--- config.mk ---
export PLATFORM = sky130hd
export DESIGN_NAME = multicycle_controller
export DESIGN_NICKNAME = d
export VERILOG_FILES = /design/src/rtl/multicycle_controller.sv
export SDC_FILE = /design/constraint.sdc
export NUM_CORES = 1
export LEC_CHECK = 0
export BUFFER_PORTS_ARGS = -buffer_cell sky130_fd_sc_hd__buf_2
export CAP_MARGIN = 20
export CORE_AREA = 2 2 86 88
export CTS_CLUSTER_SIZE = 12
export DETAILED_ROUTE_END_ITERATION = 7
export DIE_AREA = 0 0 88 90
export SYNTH_ARGS = -nofsm -noshare
export SYNTH_HDL_FRONTEND = slang
export SYNTH_SLANG_ARGS = --single-unit
--- constraint.sdc ---
create_clock -name clk -period 2.2 [get_ports clk]
set_input_delay 0.11 -clock clk [delete_from_list [all_inputs] [get_ports clk]]
set_output_delay 0.11 -clock clk [all_outputs]
set_load 0.02 [all_outputs]
--- src/rtl/multicycle_controller.sv ---
// ---------------------------------------------------------------------------
// multicycle_controller
//
// Main control FSM for the RV32I multicycle core. It sequences fetch, decode,
// execute, memory and writeback from the IR opcode, and drives every enable
// and mux select of the datapath. Memory is variable latency: a request is
// held until the memory raises mem_ready. The block also counts retired
// instructions.
//
// Handshake: mem_rden / mem_wren act as "valid". They stay high on every wait
// cycle until mem_ready ("ready") is seen high in the same cycle. That cycle
// completes the transfer. mem_ready has no effect outside FETCH, MEM_READ and
// MEM_WRITE.
//
// Ports:
//   clk          in   rising-edge clock
//   rst          in   asynchronous, active-low reset
//   opcode       in   [6:0] instruction opcode from the IR
//   mem_ready    in   memory completes the current read/write this cycle
//   branch_taken in   branch comparison result (sampled in BRANCH)
//   pc_en        out  PC register load
//   ir_en        out  IR load (datapath latches old_pc on the same edge)
//   regfile_wren out  register file write
//   mem_rden     out  memory read request
//   mem_wren     out  memory write request
//   addr_sel     out  memory address: 0=pc_q, 1=ALU output register
//   alu_a_sel    out  [1:0] 0=rs1, 1=old_pc, 2=zero, 3=pc_q
//   alu_b_sel    out  [1:0] 0=rs2, 1=immediate, 2=constant 4
//   alu_op_sel   out  [1:0] 0=add, 1=funct decode, 2=branch compare
//   wb_sel       out  [1:0] 0=ALU, 1=memory data, 2=pc_q
//   pc_src       out  0=ALU result, 1=ALU result with bit0 cleared
//   illegal      out  sticky illegal-opcode flag
//   state_dbg    out  [3:0] current state encoding
//   instret      out  [INSTRET_WIDTH-1:0] retired instruction count
// ---------------------------------------------------------------------------
module multicycle_controller #(
    parameter int INSTRET_WIDTH = 32
) (
    input  logic                     clk,
    input  logic                     rst,
    input  logic [6:0]               opcode,
    input  logic                     mem_ready,
    input  logic                     branch_taken,
    output logic                     pc_en,
    output logic                     ir_en,
    output logic                     regfile_wren,
    output logic                     mem_rden,
    output logic                     mem_wren,
    output logic                     addr_sel,
    output logic [1:0]               alu_a_sel,
    output logic [1:0]               alu_b_sel,
    output logic [1:0]               alu_op_sel,
    output logic [1:0]               wb_sel,
    output logic                     pc_src,
    output logic                     illegal,
    output logic [3:0]               state_dbg,
    output logic [INSTRET_WIDTH-1:0] instret
);

    localparam logic [6:0] OP_R     = 7'b0110011;
    localparam logic [6:0] OP_I     = 7'b0010011;
    localparam logic [6:0] OP_LOAD  = 7'b0000011;
    localparam logic [6:0] OP_STORE = 7'b0100011;
    localparam logic [6:0] OP_BR    = 7'b1100011;
    localparam logic [6:0] OP_JAL   = 7'b1101111;
    localparam logic [6:0] OP_JALR  = 7'b1100111;
    localparam logic [6:0] OP_LUI   = 7'b0110111;
    localparam logic [6:0] OP_AUIPC = 7'b0010111;

    typedef enum logic [3:0] {
        FETCH      = 4'd0,
        DECODE     = 4'd1,
        EXEC_R     = 4'd2,
        EXEC_I     = 4'd3,
        LUI        = 4'd4,
        AUIPC      = 4'd5,
        MEM_ADDR   = 4'd6,
        MEM_READ   = 4'd7,
        LOAD_WB    = 4'd8,
        MEM_WRITE  = 4'd9,
        BRANCH     = 4'd10,
        BRANCH_TGT = 4'd11,
        JAL        = 4'd12,
        JALR       = 4'd13,
        ILLEGAL    = 4'd14
    } state_t;

    state_t state, next_state;

    always_ff @(posedge clk or negedge rst) begin
        if (!rst) begin
            state <= FETCH;
        end else begin
            state <= next_state;
        end
    end

    always_comb begin
        next_state   = state;
        pc_en        = 1'b0;
        ir_en        = 1'b0;
        regfile_wren = 1'b0;
        mem_rden     = 1'b0;
        mem_wren     = 1'b0;
        addr_sel     = 1'b0;
        alu_a_sel    = 2'd0;
        alu_b_sel    = 2'd0;
        alu_op_sel   = 2'd0;
        wb_sel       = 2'd0;
        pc_src       = 1'b0;
        illegal      = 1'b0;

        case (state)
            FETCH: begin
                mem_rden = 1'b1;
                if (mem_ready) begin
                    // IR load and PC <= pc_q + 4 share the completing edge.
                    ir_en      = 1'b1;
                    pc_en      = 1'b1;
                    alu_a_sel  = 2'd3;
                    alu_b_sel  = 2'd2;
                    next_state = DECODE;
                end
            end
            DECODE: begin
                case (opcode)
                    OP_R:              next_state = EXEC_R;
                    OP_I:              next_state = EXEC_I;
                    OP_LOAD, OP_STORE: next_state = MEM_ADDR;
                    OP_BR:             next_state = BRANCH;
                    OP_JAL:            next_state = JAL;
                    OP_JALR:           next_state = JALR;
                    OP_LUI:            next_state = LUI;
                    OP_AUIPC:          next_state = AUIPC;
                    default:           next_state = ILLEGAL;
                endcase
            end
            EXEC_R: begin
                alu_op_sel   = 2'd1;
                regfile_wren = 1'b1;
                next_state   = FETCH;
            end
            EXEC_I: begin
                alu_b_sel    = 2'd1;
                alu_op_sel   = 2'd1;
                regfile_wren = 1'b1;
                next_state   = FETCH;
            end
            LUI: begin
                alu_a_sel    = 2'd2;
                alu_b_sel    = 2'd1;
                regfile_wren = 1'b1;
                next_state   = FETCH;
            end
            AUIPC: begin
                alu_a_sel    = 2'd1;
                alu_b_sel    = 2'd1;
                regfile_wren = 1'b1;
                next_state   = FETCH;
            end
            MEM_ADDR: begin
                alu_b_sel  = 2'd1;
                // IR still holds the opcode, so load vs store is re-decoded here.
                next_state = (opcode == OP_LOAD) ? MEM_READ : MEM_WRITE;
            end
            MEM_READ: begin
                mem_rden = 1'b1;
                addr_sel = 1'b1;
                if (mem_ready) next_state = LOAD_WB;
            end
            LOAD_WB: begin
                regfile_wren = 1'b1;
                wb_sel       = 2'd1;
                next_state   = FETCH;
            end
            MEM_WRITE: begin
                mem_wren = 1'b1;
                addr_sel = 1'b1;
                if (mem_ready) next_state = FETCH;
            end
            BRANCH: begin
                alu_op_sel = 2'd2;
                next_state = branch_taken ? BRANCH_TGT : FETCH;
            end
            BRANCH_TGT: begin
                alu_a_sel  = 2'd1;
                alu_b_sel  = 2'd1;
                pc_en      = 1'b1;
                next_state = FETCH;
            end
            JAL, JALR: begin
                // Writeback takes pc_q (already pc+4) before the PC update lands.
                alu_a_sel    = (state == JAL) ? 2'd1 : 2'd0;
                alu_b_sel    = 2'd1;
                pc_en        = 1'b1;
                pc_src       = (state == JALR);
                regfile_wren = 1'b1;
                wb_sel       = 2'd2;
                next_state   = FETCH;
            end
            ILLEGAL: begin
                illegal    = 1'b1;
                next_state = ILLEGAL;
            end
            default: begin
                next_state = FETCH;
            end
        endcase

        // Reset kills every output without waiting for a clock edge, including
        // the mem_rden that FETCH would otherwise raise.
        if (!rst) begin
            pc_en        = 1'b0;
            ir_en        = 1'b0;
            regfile_wren = 1'b0;
            mem_rden     = 1'b0;
            mem_wren     = 1'b0;
            addr_sel     = 1'b0;
            alu_a_sel    = 2'd0;
            alu_b_sel    = 2'd0;
            alu_op_sel   = 2'd0;
            wb_sel       = 2'd0;
            pc_src       = 1'b0;
            illegal      = 1'b0;
        end
    end

    assign state_dbg = state;

    // One retirement per return to FETCH; ILLEGAL never returns, so it never counts.
    always_ff @(posedge clk or negedge rst) begin
        if (!rst) begin
            instret <= '0;
        end else if (state != FETCH && next_state == FETCH) begin
            instret <= instret + INSTRET_WIDTH'(1);
        end
    end

endmodule

# Word level (Yosys, flattened, before mapping)
# Index checks and enable logic that the tools add are counted.
[totals] register_bits=36 latch_bits=0 ram_bits=0 rom_bits=0 inputBits=11 n_memories=0
[classes] addsub=1 n_mul=0 div=0 n_lt_le_gt_ge=0 eq_ne=23 n_shift=0 n_mux=35 n_bitwise=0 n_reduce_logical=13
[op_table] op="$add A32 B1 Y32 const B" n=1
[op_table] op="$pmux W4 S8" n=1
[op_table] op="$eq A4 B4 Y1 const B" n=7
[op_table] op="$pmux W4 S7" n=1
[op_table] op="$eq A7 B6 Y1 const B" n=3
[op_table] op="$eq A7 B7 Y1 const B" n=3
[op_table] op="$mux W4" n=5
[op_table] op="$mux W1" n=17
[op_table] op="$eq A4 B3 Y1 const B" n=4
[op_table] op="$eq A7 B5 Y1 const B" n=2
[op_table] op="$reduce_or A7 Y1" n=2
[op_table] op="$mux W2" n=6
[op_table] op="$pmux W2 S2" n=3
[op_table] op="$reduce_or A2 Y1" n=6
[op_table] op="$eq A4 B2 Y1 const B" n=2
[op_table] op="$logic_not A4 Y1" n=2
[op_table] op="$pmux W2 S4" n=1
[op_table] op="$eq A7 B2 Y1 const B" n=1
[op_table] op="$eq A4 B1 Y1 const B" n=1
[op_table] op="$reduce_bool A4 Y1" n=1
[op_table] op="$reduce_or A3 Y1" n=1
[op_table] op="$pmux W1 S2" n=1
[op_table] op="$logic_and A1 B1 Y1" n=1

# Longest topological paths before layout
[logic_depth] ltp_word=6 mapped_depth=9

# Least setup slack after synthesis
# OpenSTA, ideal clock, no wires.
[synth_timing] path_type="register to register" from="register state[1], in the netlist state_dbg[1]" to="register instret[1]" setup_ps=125 arrival_time_ps=2414 required_ps=2075 setup_slack_ps=-338 stages_incl_launch_ff=10 period_less_slack_ps=2538 path_cell_list="dfrtp_1 > buf_2 > buf_2 > nand4b_1 > a31oi_1 > a311o_1 > or4b_1 > buf_2 > nor2_1 > mux2_2"
[synth_between] elab_chain_cells=4
[synth_lines] item="from (decl)" line="88" text="state_t state, next_state;"
[synth_lines] item="from (signal assigned)" line="94" text="state <= next_state;"
[synth_lines] item="$eq A4 B4 Y1, or another cell as far along" line="113" text="case (state)"
[synth_lines] item="$pmux W4 S7 *" line="113"
[synth_lines] item="via next_state[0]" line="88"
[synth_lines] item="$logic_not A4 Y1 *" line="234" text="end else if (state != FETCH && next_state == FETCH) begin"
[synth_lines] item="$logic_and A1 B1 Y1 *" line="234"
[synth_lines] item="to (signal assigned)" line="235" text="instret <= instret + INSTRET_WIDTH'(1);"
[synth_lines] item="to (decl)" line="57" text="output logic [INSTRET_WIDTH-1:0] instret"
# The timed path passes the listed nets; every way through them passes the cells marked *.
# A chain may end at the register's enable or synchronous reset.

# Worst setup path after layout
[layout_timing] from="register state[3], in the netlist state_dbg[3]" to="register instret[1]"
# Same word-level chain as after synthesis.

==> metrics.log <==
[metrics] clock transition at the register clock pins on the worst setup and hold paths after CTS: 70 ps
[metrics] Data required, critical path: around 2400 ps
[metrics] setup tns final: -1480 ps
[metrics] most numerous cell in the Yosys netlist: sky130_fd_sc_hd__dfrtp_1
[metrics] Mapped Cells: between 200 and 250
[metrics] routed wire length: 5.88 mm
[metrics] count of warnings emitted by yosys: 0
[metrics] largest net degree at the start of global routing: 37
[metrics] routed len/inst: 13.9 um
[metrics] number of top-level design ports: 63
[metrics] number of remaining DRC errors: 0
[metrics] top cell family by delay on the critical path: simple AND/OR/NAND/NOR gates
[metrics] length of routed wiring on met1: approximately 2.7 mm
[metrics] count of distinct cell types in the synthesized netlist: 51
[metrics] die area: 7920 um^2
[metrics] Clock Root Buffer: sky130_fd_sc_hd__clkbuf_8
[metrics] Placer Congestion: 0.837
[metrics] iteration count of the initial detailed-routing pass: 4
[metrics] remaining global-route overflow: 0
[metrics] Site Rows: 31
[metrics] RR Endpoint: instret[1]
[metrics] slew at the pin closest to its max-slew limit: approximately 520 ps
[metrics] cell accounting for the most synthesized area: sky130_fd_sc_hd__dfrtp_1
[metrics] number of enable-type register cells in the synthesized netlist: 0
[metrics] critical-path cell list: buf_6 > nand3b_1 > a31oi_1 > a311o_1 > or4b_4 > nor2_4 > mux2_4
[metrics] max-slew violation count: 0
[metrics] global router's overall resource usage: 15.0%
[metrics] count of input and output buffers: 62
[metrics] post-synthesis sequential area ratio: ~40%
[metrics] Commonest cells post-synth: sky130_fd_sc_hd__dfrtp_1, sky130_fd_sc_hd__xnor2_1, sky130_fd_sc_hd__nand2_1, sky130_fd_sc_hd__nand3_1, sky130_fd_sc_hd__nand4_1
[metrics] setup violators final: 22
[metrics] Fmax achieved: approximately 430 MHz
[metrics] startpoint type of the worst setup path: flip-flop
[metrics] Routed Antenna Nets: 0
[metrics] Initial Util: ~31%
[metrics] Worst Reg2Reg Path Length in Cells: 7
[metrics] latest clock arrival within the worst-skew pair: 280 ps
[metrics] worst min-delay path category: input port to async pin
[metrics] WL met2: 2.79 mm
[metrics] CTS hold repair buffers: 0
[metrics] fraction of layout cells with a size suffix above 1: between 40% and 50%
[metrics] first-pass GRT wire length: roughly 9.6 mm
[metrics] final worst clock skew: 3.18 ps
[metrics] flip-flop and latch count after synthesis: 36
[metrics] CTS tree: done
[metrics] setup slack after layout: -137 ps
[metrics] number of standard cells in the final layout excluding fillers: approximately 420
[metrics] first-iteration detailed-routing DRC count: 58
[metrics] register-to-register path setup slack: -140 ps
[metrics] antenna violations before repair: 1
[metrics] Mapped Area: 2190 um^2
[metrics] wire length on met3: 324 um
[metrics] number of max-cap violations: 0
[metrics] final worst hold slack: ~12 ps
[metrics] worst-path cell with the longest stage delay: sky130_fd_sc_hd__or4b_4
[metrics] VDD IR-drop max: roughly 0.90 mV
[metrics] CTS sink count: 36
[metrics] run status: complete, but fails checks
[metrics] number of nets produced by synthesis: about 240
[metrics] ratio of routed vias to standard cells: roughly 5
[metrics] width of the chip: 88 um
[metrics] worst setup path category: flip-flop to flip-flop
[metrics] synthesized area per cell: around 9.7 um^2
[metrics] Buf+Inv Stages, Crit Path: 1
[metrics] Final Net Count: between 300 and 400
[metrics] top area cells in the synthesized netlist: sky130_fd_sc_hd__dfrtp_1, sky130_fd_sc_hd__xnor2_1, sky130_fd_sc_hd__nand4_1
[metrics] Lkg Pwr: approximately 1.5 nW
[metrics] RSZ-0062 raised after global routing: yes
[metrics] maximum buffer depth of the clock tree: 2
[metrics] number of global-route vias before repair: between 1.5k and 2k
[metrics] Syn-to-layout area delta: 41.6%
[metrics] vertical die dimension: 90 um
[metrics] largest driver fanout on the critical path: 8
[metrics] Setup crit end kind: flip-flop
[metrics] DP Wirelength: 4.10 mm
[metrics] minimum clock period: approximately 2300 ps
[metrics] Max-slew headroom: between 60% and 70%
[metrics] Period Utilization, post-route: 106%
[metrics] Critical path origin: state_dbg[3]
[metrics] uppermost routed layer: met4
[metrics] violated checks: setup timing
[metrics] final-layout fill cell count: roughly 700
[metrics] Worst EP arrival: between 2000 and 3000 ps
[metrics] pre-CTS worst setup slack: -256 ps
[metrics] power density over cell area: 1190 nW/um^2
[metrics] cts bufs inserted: 5
[metrics] highest cell delay on the worst timing path: 640 ps
[metrics] flip-flop cell with the highest count after synthesis: sky130_fd_sc_hd__dfrtp_1
[metrics] Worst R2R Start: state_dbg[3]
[metrics] Power, Total: roughly 3.7 mW
[metrics] H-Tree Level Count: 2
[metrics] async set-or-reset flop fraction in the synthesized netlist: 100%
[metrics] Placeable Area: 7020 um^2
[metrics] routed vias: slightly above 2k
[metrics] number of endpoints with negative hold slack in the final report: 0
[metrics] post-synth top area share: between 40% and 50%
[metrics] Cell Count Post-Placement: between 400 and 500
## through the flow
stage	area (um^2)	util (%)
2_1_floorplan	2220	-
3_3_place_gp	2820	40.1
3_5_place_dp	2820	40.1
4_1_cts	3020	43.0
5_1_grt	3100	44.1
6_report	3100	44.1
## final cells by class
class	instances	area, um^2	share of cell area (%)
multi-input combinational	175	1300	42.0
sequential	36	906	29.2
timing repair buffer	104	671	21.6
tap	99	124	4.00
clock buffer	8	90.1	2.91
inverter	1	3.75	0.121
antenna	1	2.50	0.0808
## how the worst max path moves through the flow
stage	slack (ps)	to	cells after the start
finish	-140	instret[1]	7
global route	-230	instret[10]	7
detailed placement	-260	instret[6]	8
global placement	-180	instret[1]	8
CTS	-90	instret[10]	7
floorplan	-210	instret[1]	9
## state kept, by name, summed over array words and instances (netlist names)
name	flops
state_dbg	4
instret	32
## kinds of logic after synthesis
kind of cell	after synthesis	synth area share, %
adder cells (fa/ha/maj)	1	0.572
flip-flops	36	41.2
AND/OR/NAND/NOR	117	34.4
multiplexers	1	0.515
XOR/XNOR	31	12.4
AO/OA/AOI/OAI	25	7.55
buffers and inverters	15	3.43
## timing repair
action,CTS,global route
pin swaps,3,1
endpoints found under the setup margin,20,32
cloned,0,1
setup buffers,9,2
resized for setup,15,7
## worst reg2reg max path: cells and delay by family (launching register included)
family,cells,cell delay (ps)
and+or+nand+nor,3,930
AOI/OAI and AO/OA,2,460
DFF,1,420
muxes,1,300
buffers and inverters,1,120
## layer usage
| layer | global-route usage [%] | vias to the layer above |
|---|---|---|
| li1 | - | 1021 |
| met3 | 3.58 | 5 |
| met2 | 23.0 | 55 |
| met1 | 21.3 | 990 |
| met5 | 0 | - |
| met4 | 3.59 | 0 |
## placed cells by master, fill, tap and decap left out, drive strengths merged, types with 2 or more instances in the layout
master  netlist  layout
nor2          9       9
buf           9     103
nor3          6       6
a31oi         2       2
nand3        16      16
o211ai        2       2
and4          4       4
and3b         2       2
xor2          9       9
nand2        16      16
or4b          2       2
nand2b        4       4
xnor2        22      22
o21ai         4       4
and3         11      11
dfrtp        36      36
nor3b         4       4
nor2b         7       7
or2           2       2
nor4          6       6
nor4b         4       4
nand4        14      14
a21oi         8       8
or3b          2       2
o41ai         2       2
clkbuf        5       9
## where the power goes
| group | internal, mW | switching [mW] | total (mW) | leakage [nW] |
|---|---|---|---|---|
| clock | 0.255 | 0.222 | 0.477 | 0.0455 |
| combinational | 1.08 | 1.21 | 2.29 | 0.994 |
| sequential | 0.756 | 0.162 | 0.918 | 0.485 |
Power figures use the tool's default switching activity.
